$ cat config.mk
export PLATFORM = sky130hd
export DESIGN_NAME = uart_transceiver
export DESIGN_NICKNAME = d
export VERILOG_FILES = /design/src/rtl/uart_pkg.sv /design/src/rtl/baud_tick_gen.sv /design/src/rtl/uart_transceiver.sv
export SDC_FILE = /design/constraint.sdc
export NUM_CORES = 1
export LEC_CHECK = 0
export ABC_AREA = 1
export CORE_AREA = 2 2 107 119
export DETAILED_ROUTE_END_ITERATION = 7
export DIE_AREA = 0 0 109 121
export HOLD_SLACK_MARGIN = 0.03
export PLACE_DENSITY = 0.76
export SLEW_MARGIN = 40
export SYNTH_ARGS = -nofsm -noshare
export SYNTH_HDL_FRONTEND = slang
export SYNTH_SLANG_ARGS = --single-unit
$ cat constraint.sdc
create_clock -name clk_xtal -period 2.6 [get_ports clk_xtal]
set_input_delay 0.52 -clock clk_xtal [delete_from_list [all_inputs] [get_ports clk_xtal]]
set_output_delay 0.52 -clock clk_xtal [all_outputs]
set_load 0.02 [all_outputs]
$ cat src/rtl/uart_pkg.sv
// Shared types and constants for the 8N1 UART transceiver and its baud tick generator.
package uart_pkg;

  typedef enum logic [1:0] {IDLE, START, DATA, STOP} uart_state_t;

  localparam int OVERSAMPLE = 16;
  localparam int DATA_BITS  = 8;
  localparam int ACC_W      = 32;

  localparam int SUB_W = $clog2(OVERSAMPLE);
  localparam int IDX_W = $clog2(DATA_BITS);
  localparam int OS_SH = $clog2(OVERSAMPLE);

endpackage

$ cat src/rtl/baud_tick_gen.sv
// Fractional baud generator: emits OVERSAMPLE ticks per bit period for any 24-bit baud value.
module baud_tick_gen
  import uart_pkg::*;
#(
  parameter int unsigned CLK_HZ = 1_843_200
) (
  input  logic        clk_xtal,
  input  logic        rst,
  input  logic [23:0] baud,
  output logic        tick
);

  localparam logic [ACC_W-1:0] CLK_HZ_W = ACC_W'(CLK_HZ);

  logic [ACC_W-1:0] acc_q, acc_d;
  logic [ACC_W-1:0] inc, sum;

  // acc stays below CLK_HZ and inc < CLK_HZ on the accumulate path, so sum cannot overflow.
  always_comb begin
    inc   = ACC_W'(baud) << OS_SH;
    sum   = acc_q + inc;
    tick  = 1'b0;
    acc_d = sum;
    if (inc >= CLK_HZ_W) begin
      tick  = 1'b1;
      acc_d = '0;
    end else if (sum >= CLK_HZ_W) begin
      tick  = 1'b1;
      acc_d = sum - CLK_HZ_W;
    end
  end

  always_ff @(posedge clk_xtal or posedge rst) begin
    if (rst) acc_q <= '0;
    else     acc_q <= acc_d;
  end

endmodule

$ cat src/rtl/uart_transceiver.sv
// Full-duplex 8N1 UART: level-triggered transmitter and 16x oversampling receiver sharing one tick.
module uart_transceiver
  import uart_pkg::*;
#(
  parameter int unsigned CLK_HZ = 1_843_200
) (
  input  logic                 clk_xtal,
  input  logic                 rst,
  input  logic [23:0]          baud,
  input  logic                 send,
  input  logic [DATA_BITS-1:0] DataOut,
  input  logic                 rx,
  output logic                 tx,
  output logic [DATA_BITS-1:0] DataIn,
  output logic                 busy,
  output logic                 rx_valid,
  output logic                 rx_err
);

  localparam logic [SUB_W-1:0] SUB_LAST = SUB_W'(OVERSAMPLE - 1);
  localparam logic [SUB_W-1:0] SUB_MID  = SUB_W'(OVERSAMPLE / 2 - 1);
  localparam logic [IDX_W-1:0] IDX_LAST = IDX_W'(DATA_BITS - 1);

  logic tick;

  baud_tick_gen #(.CLK_HZ(CLK_HZ)) u_tick (
    .clk_xtal (clk_xtal),
    .rst      (rst),
    .baud     (baud),
    .tick     (tick)
  );

  // Input synchronisers; rx_prev_q gives the falling-edge reference for frame start.
  logic send_s1_q, send_s2_q;
  logic rx_s1_q, rx_s2_q, rx_prev_q;

  always_ff @(posedge clk_xtal or posedge rst) begin
    if (rst) begin
      send_s1_q <= 1'b0;
      send_s2_q <= 1'b0;
      rx_s1_q   <= 1'b1;
      rx_s2_q   <= 1'b1;
      rx_prev_q <= 1'b1;
    end else begin
      send_s1_q <= send;
      send_s2_q <= send_s1_q;
      rx_s1_q   <= rx;
      rx_s2_q   <= rx_s1_q;
      rx_prev_q <= rx_s2_q;
    end
  end

  // ---------------- transmitter ----------------
  uart_state_t          tx_st_q, tx_st_d;
  logic [SUB_W-1:0]     tx_cnt_q, tx_cnt_d;
  logic [IDX_W-1:0]     tx_idx_q, tx_idx_d;
  logic [DATA_BITS-1:0] tx_sh_q, tx_sh_d;
  logic                 tx_q, tx_d;

  always_ff @(posedge clk_xtal or posedge rst) begin
    if (rst) begin
      tx_st_q  <= IDLE;
      tx_cnt_q <= '0;
      tx_idx_q <= '0;
      tx_sh_q  <= '0;
      tx_q     <= 1'b1;
    end else begin
      tx_st_q  <= tx_st_d;
      tx_cnt_q <= tx_cnt_d;
      tx_idx_q <= tx_idx_d;
      tx_sh_q  <= tx_sh_d;
      tx_q     <= tx_d;
    end
  end

  // The sub-counter wraps 15->0 on its own, so it only needs clearing at frame start.
  always_comb begin
    tx_st_d  = tx_st_q;
    tx_cnt_d = tx_cnt_q;
    tx_idx_d = tx_idx_q;
    tx_sh_d  = tx_sh_q;
    tx_d     = tx_q;
    case (tx_st_q)
      IDLE: begin
        if (send_s2_q) begin
          tx_st_d  = START;
          tx_sh_d  = DataOut;
          tx_cnt_d = '0;
          tx_d     = 1'b0;
        end
      end
      START: begin
        if (tick) begin
          tx_cnt_d = tx_cnt_q + SUB_W'(1);
          if (tx_cnt_q == SUB_LAST) begin
            tx_st_d  = DATA;
            tx_idx_d = '0;
            tx_d     = tx_sh_q[0];
          end
        end
      end
      DATA: begin
        if (tick) begin
          tx_cnt_d = tx_cnt_q + SUB_W'(1);
          if (tx_cnt_q == SUB_LAST) begin
            if (tx_idx_q == IDX_LAST) begin
              tx_st_d = STOP;
              tx_d    = 1'b1;
            end else begin
              tx_idx_d = tx_idx_q + IDX_W'(1);
              tx_sh_d  = tx_sh_q >> 1;
              tx_d     = tx_sh_q[1];
            end
          end
        end
      end
      STOP: begin
        if (tick) begin
          tx_cnt_d = tx_cnt_q + SUB_W'(1);
          if (tx_cnt_q == SUB_LAST) tx_st_d = IDLE;
        end
      end
      default: tx_st_d = IDLE;
    endcase
  end

  assign tx   = tx_q;
  assign busy = (tx_st_q != IDLE);

  // ---------------- receiver ----------------
  uart_state_t          rx_st_q, rx_st_d;
  logic [SUB_W-1:0]     rx_cnt_q, rx_cnt_d;
  logic [IDX_W-1:0]     rx_idx_q, rx_idx_d;
  logic [DATA_BITS-1:0] rx_sh_q, rx_sh_d;
  logic [DATA_BITS-1:0] rx_data_q, rx_data_d;
  logic                 rx_vld_q, rx_vld_d;
  logic                 rx_err_q, rx_err_d;
  logic                 rx_fall;

  assign rx_fall = rx_prev_q & ~rx_s2_q;

  always_ff @(posedge clk_xtal or posedge rst) begin
    if (rst) begin
      rx_st_q   <= IDLE;
      rx_cnt_q  <= '0;
      rx_idx_q  <= '0;
      rx_sh_q   <= '0;
      rx_data_q <= '0;
      rx_vld_q  <= 1'b0;
      rx_err_q  <= 1'b0;
    end else begin
      rx_st_q   <= rx_st_d;
      rx_cnt_q  <= rx_cnt_d;
      rx_idx_q  <= rx_idx_d;
      rx_sh_q   <= rx_sh_d;
      rx_data_q <= rx_data_d;
      rx_vld_q  <= rx_vld_d;
      rx_err_q  <= rx_err_d;
    end
  end

  // START confirms the bit at its middle; from there every 16th tick lands mid-bit.
  always_comb begin
    rx_st_d   = rx_st_q;
    rx_cnt_d  = rx_cnt_q;
    rx_idx_d  = rx_idx_q;
    rx_sh_d   = rx_sh_q;
    rx_data_d = rx_data_q;
    rx_vld_d  = 1'b0;
    rx_err_d  = rx_err_q;
    case (rx_st_q)
      IDLE: begin
        if (rx_fall) begin
          rx_st_d  = START;
          rx_cnt_d = '0;
        end
      end
      START: begin
        if (tick) begin
          rx_cnt_d = rx_cnt_q + SUB_W'(1);
          if (rx_cnt_q == SUB_MID) begin
            if (rx_s2_q) begin
              rx_st_d = IDLE;
            end else begin
              rx_st_d  = DATA;
              rx_cnt_d = '0;
              rx_idx_d = '0;
            end
          end
        end
      end
      DATA: begin
        if (tick) begin
          rx_cnt_d = rx_cnt_q + SUB_W'(1);
          if (rx_cnt_q == SUB_LAST) begin
            rx_sh_d = {rx_s2_q, rx_sh_q[DATA_BITS-1:1]};
            if (rx_idx_q == IDX_LAST) rx_st_d = STOP;
            else                      rx_idx_d = rx_idx_q + IDX_W'(1);
          end
        end
      end
      STOP: begin
        if (tick) begin
          rx_cnt_d = rx_cnt_q + SUB_W'(1);
          if (rx_cnt_q == SUB_LAST) begin
            rx_st_d = IDLE;
            if (rx_s2_q) begin
              rx_data_d = rx_sh_q;
              rx_vld_d  = 1'b1;
              rx_err_d  = 1'b0;
            end else begin
              rx_err_d = 1'b1;
            end
          end
        end
      end
      default: rx_st_d = IDLE;
    endcase
  end

  assign DataIn   = rx_data_q;
  assign rx_valid = rx_vld_q;
  assign rx_err   = rx_err_q;

endmodule

==> results.txt, run 1 <==
Slew headroom: 0.517
Die ar.: 13200 sq um
final hold vios: 0
clock power share: 0.308
ANT cells: 0
Synth async-reset ratio: 1.00
vias in the first global route: 6836
clock skew: 11.9 ps
vias per inst: 5.47
layout cell share with drive strength beyond 1: 0.358
Post-DRT Antenna Nets: 0
CP Max Fanout: 8
Routability Congestion: 0.973
vias: 7003
Tmin final: 3060 ps
failing checks: negative setup slack
Sw Pwr: 1.75 mW
Sequential Power Share: 0.332
initial DRC count: 525
synth unique cells: 42
Synth Area per Inst: 6.68 sq um
placed cell area: 7770 sq um
CTS tree: built
# IOs: 48
hold slack final: 348 ps
pre-CTS setup slack: -957 ps
Worst Max-Slew Pin Slew: 723 ps
PortBufs: 47
Remaining DRCs: 0
Syn-to-layout area delta: 47.4%
drt first pass iters: 7
Max clock buf depth: 2
fin util: 0.784
Clock Sinks: 78
most frequent cells in the layout: nand2_1 (263), inv_1 (148), buf_4 (101), dfrtp_1 (74), nand2_2 (71)
syn_nets: 1023
number of CTS-inserted buffers: 9
LEAKAGE: 4.85 nW
first-pass GRT wire length: 31200 um
Max Slew Vio Count: 0
Layout Cells excl Fill: 1280
TNS Setup: -23430 ps
Synth Instances: 950
post-DR wirelength/cell: 16.4 um
min-delay worst type: reg -> reg
Power Dens Cells: 499 nW/um^2
clock root cell: clkbuf_16
Post-Synthesis Cell Area: 6350 sq um
combinational share of power: 0.360
die height: 121 um
CP Data Required Time: 2870 ps
Crit Path Category: reg -> reg
Starting Density: 0.532
Die Wd: 109 um
Synth Register Bits: 78
internal power: 2.92 mW
crit path DAT: 3330 ps
setup violators final: 64
gr ovfl total: 0
Overall Power: 4.67 mW
Clock Latency Late Sink: 350 ps
commonest non-fill, non-tap cell in the layout: nand2_1
EDFF count, synth: 0
post-synth top area share: 0.292
clock slew at reported path FFs: 70 ps
Rows: 42
post-synth top area cell: dfrtp_1
all-layer global routing usage: 0.298
Sw Share: 0.375
fin crit share: 1.18
design area: 9360 sq um
core area: 11900 sq um
Final WS setup: -458 ps
Fmax achieved: 0.327 GHz
Synth Flop Type: dfrtp_1
Worst Setup End Kind: flip-flop
RSZ-0062 raised after global routing: true
register area share after synthesis: 0.308
initial antenna violation count: 0
pin count of the biggest net entering global routing: 52
Final nets: 1194
ranking of synthesized cells by area: dfrtp_1 (29%), nand2_1 (20%), inv_1 (9.3%)
cts hold-fix bufs: 0
Max-Cap Viols: 0
Worst IR Drop VDD: 540 uV
H-tree level count: 3
hpwl dp: 12600 um
Startpoint Class: flip-flop
Yosys warnings: 0
outcome: finished, violations left
Placed Instances: 1232
Routed WL: 20900 um
[final cells by class]
| cell class | count | area, sq um |
|---|---|---|
| multi-input cells | 703 | 4830 |
| repair buffers | 165 | 1430 |
| well taps | 154 | 193 |
| flip-flops and latches | 78 | 1960 |
| fillers | 741 | 2570 |
| clock buffers | 10 | 239 |
| inverters | 164 | 624 |
| clock inverters | 6 | 92.6 |
[worst paths after layout]
check                                      startpoint                          to  slack [ps]  depth (start not counted)
setup / recovery           u_tick.acc_q[15]$_DFF_PP0_  u_tick.acc_q[28]$_DFF_PP0_        -460                         21
hold / removal                    send_s1_q$_DFF_PP0_         send_s2_q$_DFF_PP0_         350                          0
setup reg to reg           u_tick.acc_q[15]$_DFF_PP0_  u_tick.acc_q[28]$_DFF_PP0_        -460                         21
hold reg to reg                   send_s1_q$_DFF_PP0_         send_s2_q$_DFF_PP0_         350                          0
max in group asynchronous                         rst     rx_cnt_q[3]$_DFFE_PP0P_        1480                          3
min in group asynchronous                         rst   u_tick.acc_q[4]$_DFF_PP0_         580                          3
[power groups by stage]
| stage | clock network (mW) | logic, mW | registers, mW |
|---|---|---|---|
| after floorplan | 0 | 1.03 | 1.50 |
| after CTS | 1.43 | 1.51 | 1.53 |
| after global routing | 1.48 | 1.86 | 1.57 |
| after global placement | 0 | 1.29 | 1.53 |
| final | 1.44 | 1.68 | 1.55 |
| after detailed placement | 0 | 1.33 | 1.53 |
[repair_timing]
| action | CTS | global route |
|---|---|---|
| setup buffers | 14 | 15 |
| resized for setup | 177 | 96 |
| pin swaps | 69 | 62 |
| cloned | 4 | 0 |
| endpoints found under the setup margin | 64 | 64 |
[worst max-delay path, stage by stage (launching register included)]
cell and delay, ps:
dfrtp_1 430, ha_4 310, buf_4 100, nand2_2 90, nor2_4 120, buf_4 130, nand2_1 60, nand2_1 100
inv_1 80, nand3b_1 130, nand2_2 110, nor2_4 200, nand2_2 110, buf_6 140, nor2_4 70, nand3_2 110
nand2_4 160, buf_12 140, nand4_1 130, nand2_1 100, nand2_1 50, nor2_1 120
[flip-flops by register name, indices dropped and copies added (netlist names), 2 cells and up]
register,cells
DataIn,8
rx_cnt_q,4
rx_idx_q,3
rx_sh_q,8
rx_st_q,2
tx_cnt_q,4
tx_idx_q,3
tx_sh_q,8
tx_st_q,2
u_tick.acc_q,28
[synth_stat cells (2+ instances only)]
master,count
a211oi_1,4
a21boi_0,2
a21oi_1,29
buf_12,2
clkbuf_1,4
dfrtp_1,74
dfstp_2,4
ha_1,36
inv_1,157
inv_2,6
mux2i_1,6
nand2_1,341
nand2_2,26
nand2_4,3
nand3_1,44
nand3_2,10
nand3_4,2
nand3b_1,7
nand4_1,26
nor2_1,74
nor2_2,10
nor2_4,6
nor3_1,6
nor3b_1,2
o21ai_0,18
o21ai_1,8
o21ai_2,18
or2_2,4
or4_1,2
xor2_1,7
[cell families after synthesis]
logic type      Yosys count  share of synthesized area
mux                       6                    0.00946
flops                    78                      0.308
compound gates           83                     0.0816
fa+ha+maj                37                     0.0741
buf+inv                 173                      0.110
xor+xnor                  7                    0.00966
simple gates            566                      0.407
[layer usage]
metal | part of all wire | GRT usage
met1 | 0.39 | 0.364
met2 | 0.50 | 0.526
met3 | 0.065 | 0.0381
met4 | 0.053 | 0.121
met5 | 0 | 0
Power figures use the tool's default switching activity.
==> run 2: changes to the inputs <==
--- a/config.mk
+++ b/config.mk
@@ -6,11 +6,12 @@
 export NUM_CORES = 1
 export LEC_CHECK = 0
 export ABC_AREA = 1
-export CORE_AREA = 2 2 107 119
+export CORE_AREA = 2 2 106 108
+export CTS_CLUSTER_SIZE = 28
 export DETAILED_ROUTE_END_ITERATION = 7
-export DIE_AREA = 0 0 109 121
+export DIE_AREA = 0 0 108 110
 export HOLD_SLACK_MARGIN = 0.03
-export PLACE_DENSITY = 0.76
+export PLACE_DENSITY = 0.81
 export SLEW_MARGIN = 40
 export SYNTH_ARGS = -nofsm -noshare
 export SYNTH_HDL_FRONTEND = slang
==> constraint.sdc (replaced) <==
create_clock -name clk_xtal -period 3.3 [get_ports clk_xtal]
set_input_delay 0.66 -clock clk_xtal [delete_from_list [all_inputs] [get_ports clk_xtal]]
set_output_delay 0.66 -clock clk_xtal [all_outputs]
set_load 0.02 [all_outputs]
==> run 2 against run 1 <==
  * The flow now finishes without violations
  * Utilization grew 2.5 points
  * Non-clock buffer count shrank 16
  * Clock-buffer cell count grew 1
  * Critical path type is now in -> reg
  * Critical endpoint is now tx_sh_q[5]$_DFFE_PP0P_
==> results.txt, run 2 (synthesis results as in run 1) <==
outcome: finished clean
Max clock buf depth: 2
Worst Max-Slew Pin Slew: 1330 ps
Rows: 38
LEAKAGE: 4.62 nW
register-to-register setup slack: 290 ps
# IOs: 48
Fmax achieved: 0.304 GHz
placed cell area: 7640 sq um
Clock Sinks: 78
Sw Share: 0.370
vias per inst: 5.37
Syn-to-layout area delta: 36.3%
Routed WL: 18700 um
combinational share of power: 0.362
CTS tree: built
Crit Path Category: in -> reg
die height: 110 um
fin util: 0.809
clock skew: 12.9 ps
Biggest register: u_tick.acc_q
final hold vios: 0
CP Depth: 21
initial antenna violation count: 0
clock slew at reported path FFs: 80 ps
layout cell share with drive strength beyond 1: 0.282
post-DR wirelength/cell: 15.0 um
fin crit share: 0.997
pin count of the biggest net entering global routing: 52
cts hold-fix bufs: 0
Starting Density: 0.594
most frequent cells in the layout: nand2_1 (301), inv_1 (154), buf_4 (95), dfrtp_1 (74), nand2_2 (58)
Sw Pwr: 1.23 mW
Multi-input gate area: 4360 sq um
design area: 8660 sq um
max reg flops: 28
Max-Cap Viols: 0
Die ar.: 11900 sq um
Routability Congestion: 0.940
Placed Instances: 1223
Final nets: 1176
FF-to-FF Start: u_tick.acc_q[16]$_DFF_PP0_
setup violators final: 0
vias in the first global route: 6108
Slowest cell on crit path: clkdlybuf4s50_1
Sequential Power Share: 0.366
PortBufs: 47
CP Data Required Time: 3600 ps
Startpoint Class: input port
crit path DAT: 3590 ps
min-delay worst type: reg -> reg
core area: 10700 sq um
Power Dens Cells: 383 nW/um^2
Layout Cells excl Fill: 1248
Worst Setup End Kind: flip-flop
CP Capture Point: tx_sh_q[5]$_DFFE_PP0P_
reg2reg end: tx_sh_q[5]$_DFFE_PP0P_
crit path from: baud[12]
crit-path cells: clkdlybuf4s50_1 -> ha_2 -> nand2_2 -> inv_1 -> nand2_1 -> nand2_1 -> nand2_1 -> nand2_1 -> a21oi_2 -> nand3_1 -> nand2_2 -> nand2_1 -> nor2_1 -> nand2_2 -> nor2_4 -> nand2_4 -> nor2_4 -> nand2_4 -> nand2_8 -> nand2_2 -> o21ai_2
Die Wd: 108 um
clock root cell: clkbuf_8
number of CTS-inserted buffers: 9
Largest stage delay, worst path: 480 ps
Max Slew Vio Count: 0
Post-DRT Antenna Nets: 0
Final WS setup: 10.0 ps
gr ovfl total: 0
CP most frequent cell: nand2_1
Buf/Inv on CP: 2
CP Max Fanout: 8
Worst IR Drop VDD: 434 uV
R2R cell count: 21
area taken by flip-flops and latches: 1960 sq um
top cell family by delay on the critical path: simple AND/OR/NAND/NOR gates
Tmin final: 3290 ps
commonest non-fill, non-tap cell in the layout: nand2_1
ANT cells: 0
drt first pass iters: 5
first-pass GRT wire length: 26900 um
clock power share: 0.273
H-tree level count: 3
pre-CTS setup slack: -409 ps
initial DRC count: 532
Slew headroom: 0.110
internal power: 2.09 mW
fillers: 680
vias: 6699
Remaining DRCs: 0
Clock Latency Late Sink: 370 ps
hpwl dp: 12600 um
all-layer global routing usage: 0.286
[run 2: changes by cell type in the layout (fill, tap and decap cells not counted), moves of 8 or more]
| cell | before | now |
|---|---|---|
| clkbuf_8 | 1 | 10 |
| nand2_4 | 36 | 10 |
| buf_6 | 13 | 4 |
| dlymetal6s2s_1 | 0 | 12 |
| o21ai_0 | 3 | 17 |
| dlygate4sd2_1 | 23 | 0 |
| nand2_2 | 71 | 58 |
| clkdlybuf4s50_1 | 23 | 35 |
| nand2_1 | 263 | 301 |
| clkbuf_16 | 9 | 0 |
| a21oi_1 | 16 | 24 |
[run 2: through the flow]
stage	power, mW	TNS (ps)	hold slack, ps
floorplan	1.98	0	331
global placement	2.20	-16780	333
detailed placement	2.24	-19600	345
CTS	3.16	0	362
global route	3.50	-1520	369
finish	3.31	0	358
[run 2: layer usage]
metal	routed length [um]	track usage	vias up
li1	-	-	3278
met1	7920	0.362	3129
met2	9150	0.506	240
met3	1080	0.0406	52
met4	549	0.0934	0
met5	0	0	-
[run 2: how the worst min path moves through the flow]
stage | start | endpoint | slack, ps | cells after the start
after global placement | send_s1_q$_DFF_PP0_ | send_s2_q$_DFF_PP0_ | 330 | 0
after CTS | rx_s1_q$_DFF_PP1_ | rx_s2_q$_DFF_PP1_ | 360 | 0
final | send_s1_q$_DFF_PP0_ | send_s2_q$_DFF_PP0_ | 360 | 0
after floorplan | send_s1_q$_DFF_PP0_ | send_s2_q$_DFF_PP0_ | 330 | 0
after detailed placement | send_s1_q$_DFF_PP0_ | send_s2_q$_DFF_PP0_ | 340 | 0
after global routing | rx_s1_q$_DFF_PP1_ | rx_s2_q$_DFF_PP1_ | 370 | 0
[run 2: final cells by class]
cell class	count	share of cell area
multi-input combinational	701	0.504
sequential	78	0.226
timing repair buffer	149	0.150
inverter	164	0.0713
tap	140	0.0202
clock buffer	11	0.0163
clock inverter	5	0.0123
[run 2: timing repair]
action                                  CTS  global route
setup buffers                             0             6
pin swaps                                 1            40
gates cloned                              0             3
endpoints found under the setup margin    8            64
gates resized for setup                   3           147
[run 2: power by group through the flow]
stage	Sequential (mW)	Clock [mW]	Combinational, mW
floorplan	1.18	0	0.795
global placement	1.21	0	0.989
detailed placement	1.21	0	1.03
CTS	1.20	0.902	1.06
global route	1.23	0.941	1.32
finish	1.21	0.904	1.20
